$ cat config.mk
export PLATFORM = sky130hd
export DESIGN_NAME = axi_lite_master_flat
export DESIGN_NICKNAME = d
export VERILOG_FILES = /design/src/rtl/axi_lite_master_if.sv /design/src/rtl/axi_lite_master.sv /design/src/flat_wrapper.sv
export SDC_FILE = /design/constraint.sdc
export NUM_CORES = 1
export LEC_CHECK = 0
export CORE_MARGIN = 2
export CORE_UTILIZATION = 43
export DETAILED_ROUTE_END_ITERATION = 10
export PLACE_DENSITY_LB_ADDON = 0.15
export SLEW_MARGIN = 20
export SYNTH_ARGS = -nofsm -noshare
export SYNTH_HDL_FRONTEND = slang
export SYNTH_SLANG_ARGS = --single-unit
export TNS_END_PERCENT = 50
$ cat constraint.sdc
create_clock -name aclk -period 2.3 [get_ports aclk]
set_input_delay 0.345 -clock aclk [delete_from_list [all_inputs] [get_ports aclk]]
set_output_delay 0.345 -clock aclk [all_outputs]
set_load 0.05 [all_outputs]
$ cat src/rtl/axi_lite_master_if.sv
// AXI4-lite channel bundle between the NPC initiator bridge and a responder.
interface axi_lite_master_if;
  logic [31:0] araddr;
  logic        arvalid;
  logic        arready;
  logic [31:0] rdata;
  logic [1:0]  rresp;
  logic        rvalid;
  logic        rready;
  logic [31:0] awaddr;
  logic        awvalid;
  logic        awready;
  logic [31:0] wdata;
  logic [7:0]  wstrb;
  logic        wvalid;
  logic        wready;
  logic [1:0]  bresp;
  logic        bvalid;
  logic        bready;

  modport master (
    output araddr, arvalid, rready, awaddr, awvalid, wdata, wstrb, wvalid, bready,
    input  arready, rdata, rresp, rvalid, awready, wready, bresp, bvalid
  );

  modport slave (
    input  araddr, arvalid, rready, awaddr, awvalid, wdata, wstrb, wvalid, bready,
    output arready, rdata, rresp, rvalid, awready, wready, bresp, bvalid
  );
endinterface

$ cat src/rtl/axi_lite_master.sv
// Single-outstanding CPU request -> AXI4-lite read/write bridge.
// Optional: define AXIM_ALIGN_CHECK_EN to reject misaligned requests without AXI traffic.
module axi_lite_master (
  input  logic                     aclk,
  input  logic                     aresetn,
  input  logic                     req_valid,
  output logic                     req_ready,
  input  logic                     req_wen,
  input  logic [31:0]              req_addr,
  input  logic [31:0]              req_wdata,
  input  logic [3:0]               req_wstrb,
  output logic                     resp_valid,
  input  logic                     resp_ready,
  output logic [31:0]              resp_rdata,
  output logic                     resp_err,
  axi_lite_master_if.master        axi
);

  typedef enum logic [2:0] {
    S_IDLE,
    S_AR,
    S_R,
    S_AW_W,
    S_B,
    S_RESP
  } state_t;

  state_t state;
  logic   aw_done;
  logic   w_done;
  logic   aw_fin;
  logic   w_fin;
  logic   misaligned;

  always_comb begin
    aw_fin = aw_done | (axi.awvalid & axi.awready);
    w_fin  = w_done  | (axi.wvalid  & axi.wready);
  end

`ifdef AXIM_ALIGN_CHECK_EN
  always_comb misaligned = (req_addr[1:0] != 2'b00);
`else
  always_comb misaligned = 1'b0;
`endif

  always_ff @(posedge aclk or negedge aresetn) begin
    if (!aresetn) begin
      state       <= S_IDLE;
      req_ready   <= 1'b1;
      resp_valid  <= 1'b0;
      resp_rdata  <= '0;
      resp_err    <= 1'b0;
      axi.araddr  <= '0;
      axi.arvalid <= 1'b0;
      axi.rready  <= 1'b0;
      axi.awaddr  <= '0;
      axi.awvalid <= 1'b0;
      axi.wdata   <= '0;
      axi.wstrb   <= '0;
      axi.wvalid  <= 1'b0;
      axi.bready  <= 1'b0;
      aw_done     <= 1'b0;
      w_done      <= 1'b0;
    end else begin
      case (state)
        S_IDLE: begin
          if (req_valid) begin
            req_ready <= 1'b0;
            if (misaligned) begin
              resp_valid <= 1'b1;
              resp_err   <= 1'b1;
              resp_rdata <= '0;
              state      <= S_RESP;
            end else if (req_wen) begin
              axi.awaddr  <= req_addr;
              axi.wdata   <= req_wdata;
              axi.wstrb   <= {4'b0000, req_wstrb};
              axi.awvalid <= 1'b1;
              axi.wvalid  <= 1'b1;
              state       <= S_AW_W;
            end else begin
              axi.araddr  <= req_addr;
              axi.arvalid <= 1'b1;
              state       <= S_AR;
            end
          end
        end

        S_AR: begin
          if (axi.arready) begin
            axi.arvalid <= 1'b0;
            axi.rready  <= 1'b1;
            state       <= S_R;
          end
        end

        S_R: begin
          if (axi.rvalid) begin
            axi.rready <= 1'b0;
            resp_rdata <= axi.rdata;
            resp_err   <= (axi.rresp != 2'b00);
            resp_valid <= 1'b1;
            state      <= S_RESP;
          end
        end

        // Address and data channels retire independently; leave once both have.
        S_AW_W: begin
          if (axi.awvalid && axi.awready) begin
            axi.awvalid <= 1'b0;
            aw_done     <= 1'b1;
          end
          if (axi.wvalid && axi.wready) begin
            axi.wvalid <= 1'b0;
            w_done     <= 1'b1;
          end
          if (aw_fin && w_fin) begin
            aw_done    <= 1'b0;
            w_done     <= 1'b0;
            axi.bready <= 1'b1;
            state      <= S_B;
          end
        end

        S_B: begin
          if (axi.bvalid) begin
            axi.bready <= 1'b0;
            resp_rdata <= '0;
            resp_err   <= (axi.bresp != 2'b00);
            resp_valid <= 1'b1;
            state      <= S_RESP;
          end
        end

        S_RESP: begin
          if (resp_ready) begin
            resp_valid <= 1'b0;
            req_ready  <= 1'b1;
            state      <= S_IDLE;
          end
        end

        default: state <= S_IDLE;
      endcase
    end
  end

endmodule

$ cat src/flat_wrapper.sv
// flat-port wrapper written by rule: the top's interface ports become plain ports
module axi_lite_master_flat 
  (aclk, aresetn, req_valid, req_ready, req_wen, req_addr, req_wdata, req_wstrb, resp_valid, resp_ready, resp_rdata, resp_err, axi_araddr, axi_arvalid, axi_rready, axi_awaddr, axi_awvalid, axi_wdata, axi_wstrb, axi_wvalid, axi_bready, axi_arready, axi_rdata, axi_rresp, axi_rvalid, axi_awready, axi_wready, axi_bresp, axi_bvalid);
  axi_lite_master_if axi_i ();
  input  logic aclk;
  input  logic aresetn;
  input  logic req_valid;
  output logic req_ready;
  input  logic req_wen;
  input  logic [31:0] req_addr;
  input  logic [31:0] req_wdata;
  input  logic [3:0] req_wstrb;
  output logic resp_valid;
  input  logic resp_ready;
  output logic [31:0] resp_rdata;
  output logic resp_err;
  output wire logic [$bits(axi_i.araddr)-1:0] axi_araddr;
  output wire logic [$bits(axi_i.arvalid)-1:0] axi_arvalid;
  output wire logic [$bits(axi_i.rready)-1:0] axi_rready;
  output wire logic [$bits(axi_i.awaddr)-1:0] axi_awaddr;
  output wire logic [$bits(axi_i.awvalid)-1:0] axi_awvalid;
  output wire logic [$bits(axi_i.wdata)-1:0] axi_wdata;
  output wire logic [$bits(axi_i.wstrb)-1:0] axi_wstrb;
  output wire logic [$bits(axi_i.wvalid)-1:0] axi_wvalid;
  output wire logic [$bits(axi_i.bready)-1:0] axi_bready;
  input wire logic [$bits(axi_i.arready)-1:0] axi_arready;
  input wire logic [$bits(axi_i.rdata)-1:0] axi_rdata;
  input wire logic [$bits(axi_i.rresp)-1:0] axi_rresp;
  input wire logic [$bits(axi_i.rvalid)-1:0] axi_rvalid;
  input wire logic [$bits(axi_i.awready)-1:0] axi_awready;
  input wire logic [$bits(axi_i.wready)-1:0] axi_wready;
  input wire logic [$bits(axi_i.bresp)-1:0] axi_bresp;
  input wire logic [$bits(axi_i.bvalid)-1:0] axi_bvalid;
  assign axi_araddr = axi_i.araddr;
  assign axi_arvalid = axi_i.arvalid;
  assign axi_rready = axi_i.rready;
  assign axi_awaddr = axi_i.awaddr;
  assign axi_awvalid = axi_i.awvalid;
  assign axi_wdata = axi_i.wdata;
  assign axi_wstrb = axi_i.wstrb;
  assign axi_wvalid = axi_i.wvalid;
  assign axi_bready = axi_i.bready;
  assign axi_i.arready = axi_arready;
  assign axi_i.rdata = axi_rdata;
  assign axi_i.rresp = axi_rresp;
  assign axi_i.rvalid = axi_rvalid;
  assign axi_i.awready = axi_awready;
  assign axi_i.wready = axi_wready;
  assign axi_i.bresp = axi_bresp;
  assign axi_i.bvalid = axi_bvalid;
  axi_lite_master u_core (.aclk(aclk), .aresetn(aresetn), .req_valid(req_valid), .req_ready(req_ready), .req_wen(req_wen), .req_addr(req_addr), .req_wdata(req_wdata), .req_wstrb(req_wstrb), .resp_valid(resp_valid), .resp_ready(resp_ready), .resp_rdata(resp_rdata), .resp_err(resp_err), .axi(axi_i));
endmodule
==> metrics.md <==
| Metric | Value |
|---|---|
| Most numerous cell in the Yosys netlist | `dfrtp_1` |
| Max Fclk | `467.9 MHz` |
| Diode count | `0` |
| Netlist cell types | `33` |
| Root buffer cell | `clkbuf_16` |
| CP arrival | `1.79 ns` |
| Routed len/inst | `around 17 um` |
| Post-CTS Resized | `0` |
| Buf/Inv on CP | `1` |
| Crit. End Element | `output port` |
| Initial antenna violation count | `0` |
| Area of the multi-input gates | `0.002198 mm^2` |
| Drt via density | `4.796` |
| Worst path depth | `1` |
| Routability-driven placement congestion ratio | `0.7926` |
| WL final | `15,080 um` |
| Largest net degree at the start of global routing | `53` |
| CP max stage cell | `clkdlybuf4s50_1` |
| Die footprint | `0.01521 mm^2` |
| Detail Route Antenna Nets | `0` |
| Later-pin clock latency in the skew report | `between 0.4 and 0.5 ns` |
| Worst hold path class | `primary input to asynchronous set/reset pin` |
| Minimum clock period | `2.137 ns` |
| Ys async rst share | `between 90% and 100%` |
| Global-route wire length before repair | `between 20,000 and 25,000 um` |
| Drt initial violations | `170` |
| CTS tree | `yes` |
| Layout net count | `between 800 and 900` |
| Worst reg2reg path depth | `4` |
| FILL cells | `between 900 and 1,000` |
| Setup violators final | `0` |
| Layout Skew | `~0.0058 ns` |
| H-tree levels | `4` |
| Final Hold Vio Count | `0` |
| Final Max Slew Viols | `0` |
| Reg area | `0.003630 mm^2` |
| CP peak stage delay | `0.84 ns` |
| TNS Setup | `0 ns` |
| Reg2reg start | `u_core.state[2]$_DFFE_PN0P_` |
| Worst Setup SP | `u_core.req_ready$_DFFE_PN1P_` |
| Post-place setup slack | `0.1493 ns` |
| Cell family with most CP delay | `buffers and inverters` |
| Total number of vias | `4,235` |
| Die Width | `123.3 um` |
| Post-synth EDFFs | `0` |
| Crit-path cells | `clkdlybuf4s50_1` |
| Setup Buffers After CTS | `0` |
| Placed wire-length estimate | `around 11,000 um` |
| Area grow syn2layout | `56.26%` |
| Post-Syn Area | `0.006125 mm^2` |
| Clock tree buffer depth | `2` |
| Synth Area per Inst | `14.41 um^2` |
| CP Class | `flop to output port` |
| Fin crit share | `92.92%` |
| Crit start category | `flop` |
| Clk slew on worst S/H paths | `0.06 ns` |
| Aggregate global-route resource usage | `20.36%` |
| Drt pass-1 iters | `4` |
| Cells after synthesis | `425` |
| Vias in the first global route | `4,511` |
| Synth top area share | `58.84%` |
| Main synth FF type | `dfrtp_1` |
| Status | `completed` |
| Core area | `0.01388 mm^2` |
| Slew @ Worst Pin | `about 0.57 ns` |
| Starting density of the core | `44.12%` |
| Worst Slack Setup Final | `0.1629 ns` |
| Relative slew slack | `62.15%` |
| Die H | `between 100 and 150 um` |
| Post-CTS Hold Buffers | `1` |
| DRC Markers | `0` |
| CTS Buf Count | `17` |
| Ranking of synthesized cells by area | `dfrtp_1, mux2_4, mux2_2` |
| Maximum fanout along the worst path | `3` |
| Total of max-cap violations | `0` |
| Dominant cell type by area after synthesis | `dfrtp_1` |
| List of most frequent post-synthesis cells | `dfrtp_1, mux2_4, inv_1` |
| RSZ-0062 raised after global routing | `false` |
| WP data required | `1.96 ns` |
| GRT overflow | `0` |
| Clock Sink Count | `145` |
| Io pins | `258` |
| Seq/Total Area, Yosys | `around three fifths` |
| #FFs+latches synth | `about 150` |
| Ys Warns | `0` |
| FP Rows | `43` |
| PortBufs | `253` |
| Share of cells above drive strength 1 | `21.48%` |
==> path summary, 6_finish.rpt <==
| path | endpoint | slack, ns |
|---|---|---|
| max | req_ready | 0.16 |
| min | u_core.axi.awaddr[9]$_DFFE_PN0P_ | 0.44 |
| max reg2reg | u_core.axi.wdata[13]$_DFFE_PN0P_ | 0.41 |
| min reg2reg | u_core.req_ready$_DFFE_PN1P_ | 0.49 |
| max in group asynchronous | u_core.axi.awaddr[7]$_DFFE_PN0P_ | 1.12 |
| min in group aclk | u_core.resp_rdata[25]$_DFFE_PN0P_ | 0.47 |
==> sequential cells by signal, summed over array words and instances, names as in the netlist, 3 cells and up <==
signal and count:
u_core.resp_rdata 32, u_core.axi.araddr 32, u_core.axi.wdata 32, u_core.axi.awaddr 32, u_core.state 3, u_core.axi.wstrb 4
==> cell type report <==
type / instances / share of cell area [%]
sequential: 145 / 37.93
tap: 180 / 2.353
timing repair buffer: 269 / 28.41
multi-input combinational: 219 / 22.97
clock buffer: 23 / 4.994
inverter: 38 / 1.490
clock inverter: 9 / 1.856
==> cell usage in the layout (no fill, tap or decap), types with 3 or more instances in the layout <==
cell type	synthesis	layout
buf_12	0	5
o21ai_0	5	5
buf_4	5	10
clkbuf_16	0	17
a21oi_1	7	7
mux2i_1	33	33
mux2_4	68	68
nor2_1	7	7
a31oi_1	5	5
nor3b_1	3	3
mux2_2	31	31
clkbuf_1	6	3
clkdlybuf4s50_1	0	252
bufinv_16	0	5
conb_1	1	4
dfrtp_1	144	144
clkbuf_8	0	3
nand2_1	33	33
inv_1	38	38
nand2b_1	3	3
==> kinds of logic (layout without fill, tap and decap cells) <==
family | after synthesis | after routing | synth area share [%]
AOI/OAI and AO/OA | 22 | 22 | 2.166
muxes | 135 | 135 | 28.50
DFF | 145 | 145 | 59.26
and+or+nand+nor | 58 | 58 | 4.658
buffers and inverters | 64 | 339 | 5.352
other | 1 | 4 | 0.06123
==> per-stage QoR <==
stage               hold WS [ns]  cells  util [%]  cell area, um^2
detailed placement        0.3317    850     64.15             8905
floorplan                0.04941    428         -             6136
finish                    0.4384    883     68.95             9570
global route              0.4772    883     68.95             9570
global placement          0.3283    850     64.15             8905
CTS                       0.4504    883     68.95             9570
==> layer usage <==
metal  wire, um  up-vias  GRT usage [%]  part of all wire (%)
met1       6030     2090          23.94                    40
li1           -     1945              -                     -
met5          0        -              0                     0
met2       7303      171          33.28                    48
met3       1350       29          7.703                   9.0
met4        390        0          8.807                   2.6
Power is left out: the tool's default activity adds up to more than one toggle a clock period on the data nets, which glitch-free logic cannot reach.
